===== config.mk =====
export PLATFORM = sky130hd
export DESIGN_NAME = link_monitor
export DESIGN_NICKNAME = d
export VERILOG_FILES = /design/src/rtl/link_monitor.sv
export SDC_FILE = /design/constraint.sdc
export NUM_CORES = 1
export LEC_CHECK = 0
export ABC_AREA = 1
export ABC_CLOCK_PERIOD_IN_PS = 4300
export BUFFER_PORTS_ARGS = -buffer_cell sky130_fd_sc_hd__buf_2
export CAP_MARGIN = 10
export CORE_MARGIN = 3
export CORE_UTILIZATION = 66
export CTS_CLUSTER_DIAMETER = 40
export DETAILED_ROUTE_END_ITERATION = 7
export GPL_ROUTABILITY_DRIVEN = 0
export PLACE_DENSITY_LB_ADDON = 0.25
export SLEW_MARGIN = 5
export SYNTH_ARGS = -nofsm -noshare
export SYNTH_HDL_FRONTEND = slang
export SYNTH_SLANG_ARGS = --single-unit

===== constraint.sdc =====
create_clock -name clk -period 4.3 [get_ports clk]
set_input_delay 0.215 -clock clk [delete_from_list [all_inputs] [get_ports clk]]
set_output_delay 0.215 -clock clk [all_outputs]
set_load 0.01 [all_outputs]

===== src/rtl/link_monitor.sv =====
// link_monitor: multi-channel LL/SC reservation monitor gating conditional stores and snooping plain stores
// Define LINK_TIMEOUT_EN to expire reservations after TIMEOUT cycles.
module link_monitor #(
  parameter int BITS = 32,
  parameter int NUM_CH = 4,
  parameter int CH_BITS = 2,
  parameter int GRAN_BITS = 0,
  parameter int TIMEOUT = 255,
  parameter int CNT_BITS = 16
) (
  input  logic                clk,
  input  logic                rst_,
  input  logic [CH_BITS-1:0]  ch_id,
  input  logic [BITS-1:0]     addr,
  input  logic                load_link_,
  input  logic                check_link,
  input  logic                mem_rw_,
  output logic                use_mem_rw_,
  output logic                sc_success,
  output logic [NUM_CH-1:0]   link_valid,
  output logic [CNT_BITS-1:0] sc_fail_cnt
);
  logic [BITS-1:0]   resv_addr [NUM_CH];
  logic [NUM_CH-1:0] sel, match, set, clr, expire;
  for (genvar c = 0; c < NUM_CH; c++) begin : g_ch
    assign sel[c]   = ch_id == CH_BITS'(c);
    assign match[c] = link_valid[c] && addr[BITS-1:GRAN_BITS] == resv_addr[c][BITS-1:GRAN_BITS];
  end
  // an out-of-range ch_id leaves sel all-zero, so it can neither link nor succeed
  assign sc_success  = check_link && |(sel & match);
  assign use_mem_rw_ = check_link ? ~sc_success : mem_rw_;
  assign set = (!check_link && !load_link_) ? sel : '0;
  assign clr = check_link ? (sel | (sc_success ? match : '0)) : (!mem_rw_ ? match : '0);
`ifdef LINK_TIMEOUT_EN
  localparam int TW = $clog2(TIMEOUT + 1);
  logic [TW-1:0] tmr [NUM_CH];
  for (genvar c = 0; c < NUM_CH; c++) begin : g_exp
    assign expire[c] = link_valid[c] && tmr[c] == TW'(TIMEOUT);
  end
  always_ff @(posedge clk or negedge rst_)
    if (!rst_)
      for (int c = 0; c < NUM_CH; c++) tmr[c] <= '0;
    else
      for (int c = 0; c < NUM_CH; c++)
        tmr[c] <= set[c] ? '0 : (link_valid[c] && tmr[c] != TW'(TIMEOUT)) ? tmr[c] + 1'b1 : tmr[c];
`else
  assign expire = '0;
`endif
  always_ff @(posedge clk or negedge rst_)
    if (!rst_) begin
      link_valid  <= '0;
      sc_fail_cnt <= '0;
      for (int c = 0; c < NUM_CH; c++) resv_addr[c] <= '0;
    end else begin
      link_valid <= set | (link_valid & ~clr & ~expire);
      for (int c = 0; c < NUM_CH; c++)
        if (set[c]) resv_addr[c] <= addr;
      if (check_link && !sc_success && sc_fail_cnt != '1) sc_fail_cnt <= sc_fail_cnt + 1'b1;
    end
endmodule


Yosys cells after proc, flatten, opt, wreduce, memory -nomap -nowiden

Cells that the tools add are included.

Bitwise gates (word level): 6
Multiplexer cells: 5
Eq/ne operators: 8
Reduce and logical (&&, ||, !) cells: 13
$add $sub $neg: 1

Operators with widths:

| cell                    | number |
|---|---|
| $eq A32 B32 Y1          | 4 |
| $add A16 B1 Y16 const B | 1 |
| $mux W4                 | 4 |
| $ne A16 B16 Y1 const B  | 1 |
| $and A4 B4 Y4           | 2 |
| $logic_and A1 B1 Y1     | 8 |
| $or A4 B4 Y4            | 2 |
| $eq A2 B2 Y1 const B    | 2 |
| $not A4 Y4              | 1 |
| $reduce_or A4 Y1        | 1 |
| $logic_not A1 Y1        | 3 |
| $eq A2 B1 Y1 const B    | 1 |
| $logic_not A2 Y1        | 1 |
| $mux W1                 | 1 |
| $not A1 Y1              | 1 |

Flip-flop bits (word level): 148
Logic and storage cells: 39
Input port bits: 39

Depth between registers and ports, before layout

Depth in word-level cells: 11
Depth in mapped cells: 15

Worst setup path after synthesis

OpenSTA, ideal clock, no wires.

Path kind: register -> register
Start point: register sc_fail_cnt[0]
End point: register sc_fail_cnt[3]
Period minus slack after synthesis: 1.880 ns
Required time: 4.183 ns
Slack: 2.420 ns
Cell stages (with the launch flop): 8
Buffers on the path: 1
Data arrival time: 1.763 ns
Cell sequence: dfrtp_1 > ha_1 > nand3_1 > nor4_2 > a41oi_2 > buf_2 > nand3_1 > nand2_1

Cells in the longest elaborated chain, start to end: 2

RTL lines:

| what                                                                    | line | RTL |
|---|---|---|
| from (decl)                                                             | 21   | `output logic [CNT_BITS-1:0] sc_fail_cnt` |
| from (signal assigned)                                                  | 58   | `if (check_link && !sc_success && sc_fail_cnt != '1) sc_fail_cnt <= sc_fail_cnt + 1'b1;` |
| parallel branches: the longest is 2 deep, another holds $add A16 B1 Y16 | --   |  |

Several ways; the timed one is not identified.
A chain may end at the register's enable or synchronous reset.

Final worst setup path

Start point: register resv_addr[126] (netlist name)
End point: output port sc_success

Cells in the longest elaborated chain, start to end: 5

RTL lines:

| what                              | line | RTL |
|---|---|---|
| from (decl)                       | 23   | `logic [BITS-1:0] resv_addr [NUM_CH];` |
| from (signal, indexed assignment) | 57   | `if (set[c]) resv_addr[c] <= addr;` |
| $eq A32 B32 Y1                    | 27   | `assign match[c] = link_valid[c] && addr[BITS-1:GRAN_BITS] == resv_addr[c][BITS-1:GRAN_BITS];` |
| $logic_and A1 B1 Y1               | 27   |  |
| $and A4 B4 Y4                     | 30   | `assign sc_success = check_link && \|(sel & match);` |
| $reduce_or A4 Y1                  | 30   |  |
| $logic_and A1 B1 Y1               | 30   |  |
| to (decl)                         | 19   | `output logic sc_success,` |

Every way passes these cells.

==> qor.yml <==
drt:
  firstDrtPassIters: 8
  drt_iter0_drc: 1884
  vias: 10500
  drc: 131
  routed_wl_um: 31500
  ant_nets: 0
  wl_per_cell_um: 18.2
  viasPerCell: 6.08
clock_tree:
  cts_root_buf: "clkbuf_16"
  numCtsBuffers: 17
  cts_tree: "done"
  clkLatencyLatePin_ns: 0.44
  path_clk_slew_ns: 0.06
  htree_levels: 4
  clockBufferDepth: 2
  cts.sinks: 148
  cts_setup_buffers: 0
grt:
  grt_pass1_wl_um: 50300
  grt_max_degree: 66
  grt_pass1_vias: 9740
  antenna_found_initial: 0
  gr-total-overflow: 0
  grt.total_usage: 0.406
setup_path:
  critPathLaunchType: "flip-flop"
  critPathRequiredTime_ns: 4.09
  crit_family: "simple AND/OR/NAND/NOR gates"
  cpPeakStageDelay_ns: 0.47
  crit_chain: "inv_1 -> nand2_1 -> nand2_1 -> nor4_1 -> nand3_1 -> nor3_1 -> nand2_1 -> nand2_1 -> nor2_1 -> nor2_1 -> buf_2"
  rrSetupSlack_ns: 1.94
  cp_slowest_cell: "nor3_1"
  arrival_ns: 2.62
  path_common_cell: "nand2_1"
  cp_max_fo: 3
  crit_type: "flip-flop to output port"
  end_kind: "output port"
  cp_num_buf_inv: 2
sta:
  min_period_over_period: 0.660
  worstMarginPinSlew_ns: 1.21
  finalSetupViolations: 0
  fin_skew_ns: 0.00647
  fmax_mhz: 352
  drv_slew: 0
  finalHoldViolations: 0
  rsz0062_at_grt: "no"
  setup_tns_ns: 0
  whs_ns: 0.137
  relSlewSlack: 0.191
  layout_min_cycle_time_ns: 2.84
logic_synthesis:
  synth_seq_area_share: 0.394
  ys_ff_latch: 148
  synth.area.top_cells: "dfrtp_1 39%, nand2_1 26%, o21ai_0 6.9%"
  yosys.area.top_type: "dfrtp_1"
  yosysUniqueCellTypes: 27
  synthCells: 1493
  yosysWarningCount: 0
  yosys.area.top_type_share: 0.394
  syn_area_per_cell_um2: 6.30
  syn_nets: 1533
  synth.cell_area_um2: 9410
die:
  coreArea_um2: 13600
  fp.dieW_um: 125
  start_util: 0.691
  fp.dieH_um: 125
  io_pins: 61
  fp-row-count: 42
  dieArea_um2: 15700
layout:
  nFillCells: 1054
  utilization: 0.769
  num_antenna_cells: 0
  final_cell_mix: "659 x nand2_1, 166 x inv_1, 148 x dfrtp_1"
  area_growth_syn_to_layout_pct: 11.2
  final_common_cell: "nand2_1"
  drive_gt1_frac: 0.0886
  num-nets-final: 1586
run_status:
  status: "finished with violations"
  violations: "design-rule violations"
placed_design:
  port_buffers: 60
  place_hpwl_um: 22400
pwr:
  p_leak_nw: 5.77
  powerDensity_nw_per_um2: 446
  ir_drop_uv: 305
worst_hold_path:
  min_path_type: "primary input to flip-flop"
job:
  maxCapViolations: 0
## synthesized netlist by cell type
cell type  number
inv_2          26
xnor2_1         4
ha_1            1
nand3_1        56
nand2_2        10
nor3_1         33
nand4_1        58
and3_1          1
nand2_4         1
nor2_4          1
nor2_1        129
clkbuf_1       28
nor3_2          1
xor2_1         13
dfrtp_1       148
nor4_2          2
o21ai_0       130
buf_2           2
nor4_1         14
a41oi_2         1
nand3b_1        1
buf_8           1
or3_1           1
a21boi_0        1
inv_1         166
nand2_1       663
and2_1          1
## repair_timing
item | in CTS | in global routing
hold buffers | 1 | 0
endpoints found under the hold margin | 49 | 0
resized for setup | 0 | 0
## where the power goes
part / switching, mW / internal, mW / total, mW
Combinational: 0.904 / 0.400 / 1.30
Clock: 0.584 / 0.891 / 1.48
Sequential: 0.237 / 1.65 / 1.88
## per-stage QoR
| step | cells | power [mW] | area [um2] | setup WS [ns] |
|---|---|---|---|---|
| floorplan | 1493 | 2.67 | 9410 | 2.42 |
| global placement | 1700 | 3.06 | 9830 | 2.17 |
| detailed placement | 1700 | 3.11 | 9830 | 2.08 |
| CTS | 1731 | 4.58 | 10400 | 1.67 |
| global route | 1733 | 4.89 | 10500 | 1.34 |
| finish | 1733 | 4.66 | 10500 | 1.46 |
## tightest hold or removal path, stage by stage
cell and delay [ns]:
buf_2 0.13, inv_2 0.10, o21ai_0 0.09
## sequential cells by signal, summed over array words and instances, names as in the netlist
name / flops
resv_addr: 128
sc_fail_cnt: 16
link_valid: 4
## final timing paths
path	from	cells past startpoint	to
max	resv_addr[126]	11	sc_success
min	addr[10]	3	resv_addr[106]
max reg2reg	resv_addr[34]	12	sc_fail_cnt[7]
min reg2reg	resv_addr[46]	2	resv_addr[46]
max in group asynchronous	rst_	3	resv_addr[78]
min in group asynchronous	rst_	2	link_valid[2]
## layer usage
layer / vias up / GRT usage / share of wire
li1: 4791 / - / -
met1: 4727 / 0.512 / 0.37
met2: 798 / 0.609 / 0.43
met3: 209 / 0.145 / 0.14
met4: 3 / 0.230 / 0.064
met5: - / 0 / 0.0017
## kinds of logic (layout without fill, tap and decap cells)
kind of cell             Yosys count  count (layout)  share of synthesized area
AND/OR/NAND/NOR                  972             972                      0.427
buffers and inverters            223             287                     0.0905
flip-flops                       148             148                      0.394
AO/OA/AOI/OAI                    132             132                     0.0717
XOR/XNOR                          17              17                     0.0158
adder cells (fa/ha/maj)            1               1                    0.00133
## final cells by class
cell class              instances  area (um2)  area share
inverters                     192         721      0.0689
repair buffers                 65         379      0.0362
clock inverters                 8         103     0.00981
well taps                     176         220      0.0211
clock buffers                  22         474      0.0453
multi-input cells            1122        4860       0.465
flip-flops and latches        148        3700       0.354
Power figures use the tool's default switching activity.
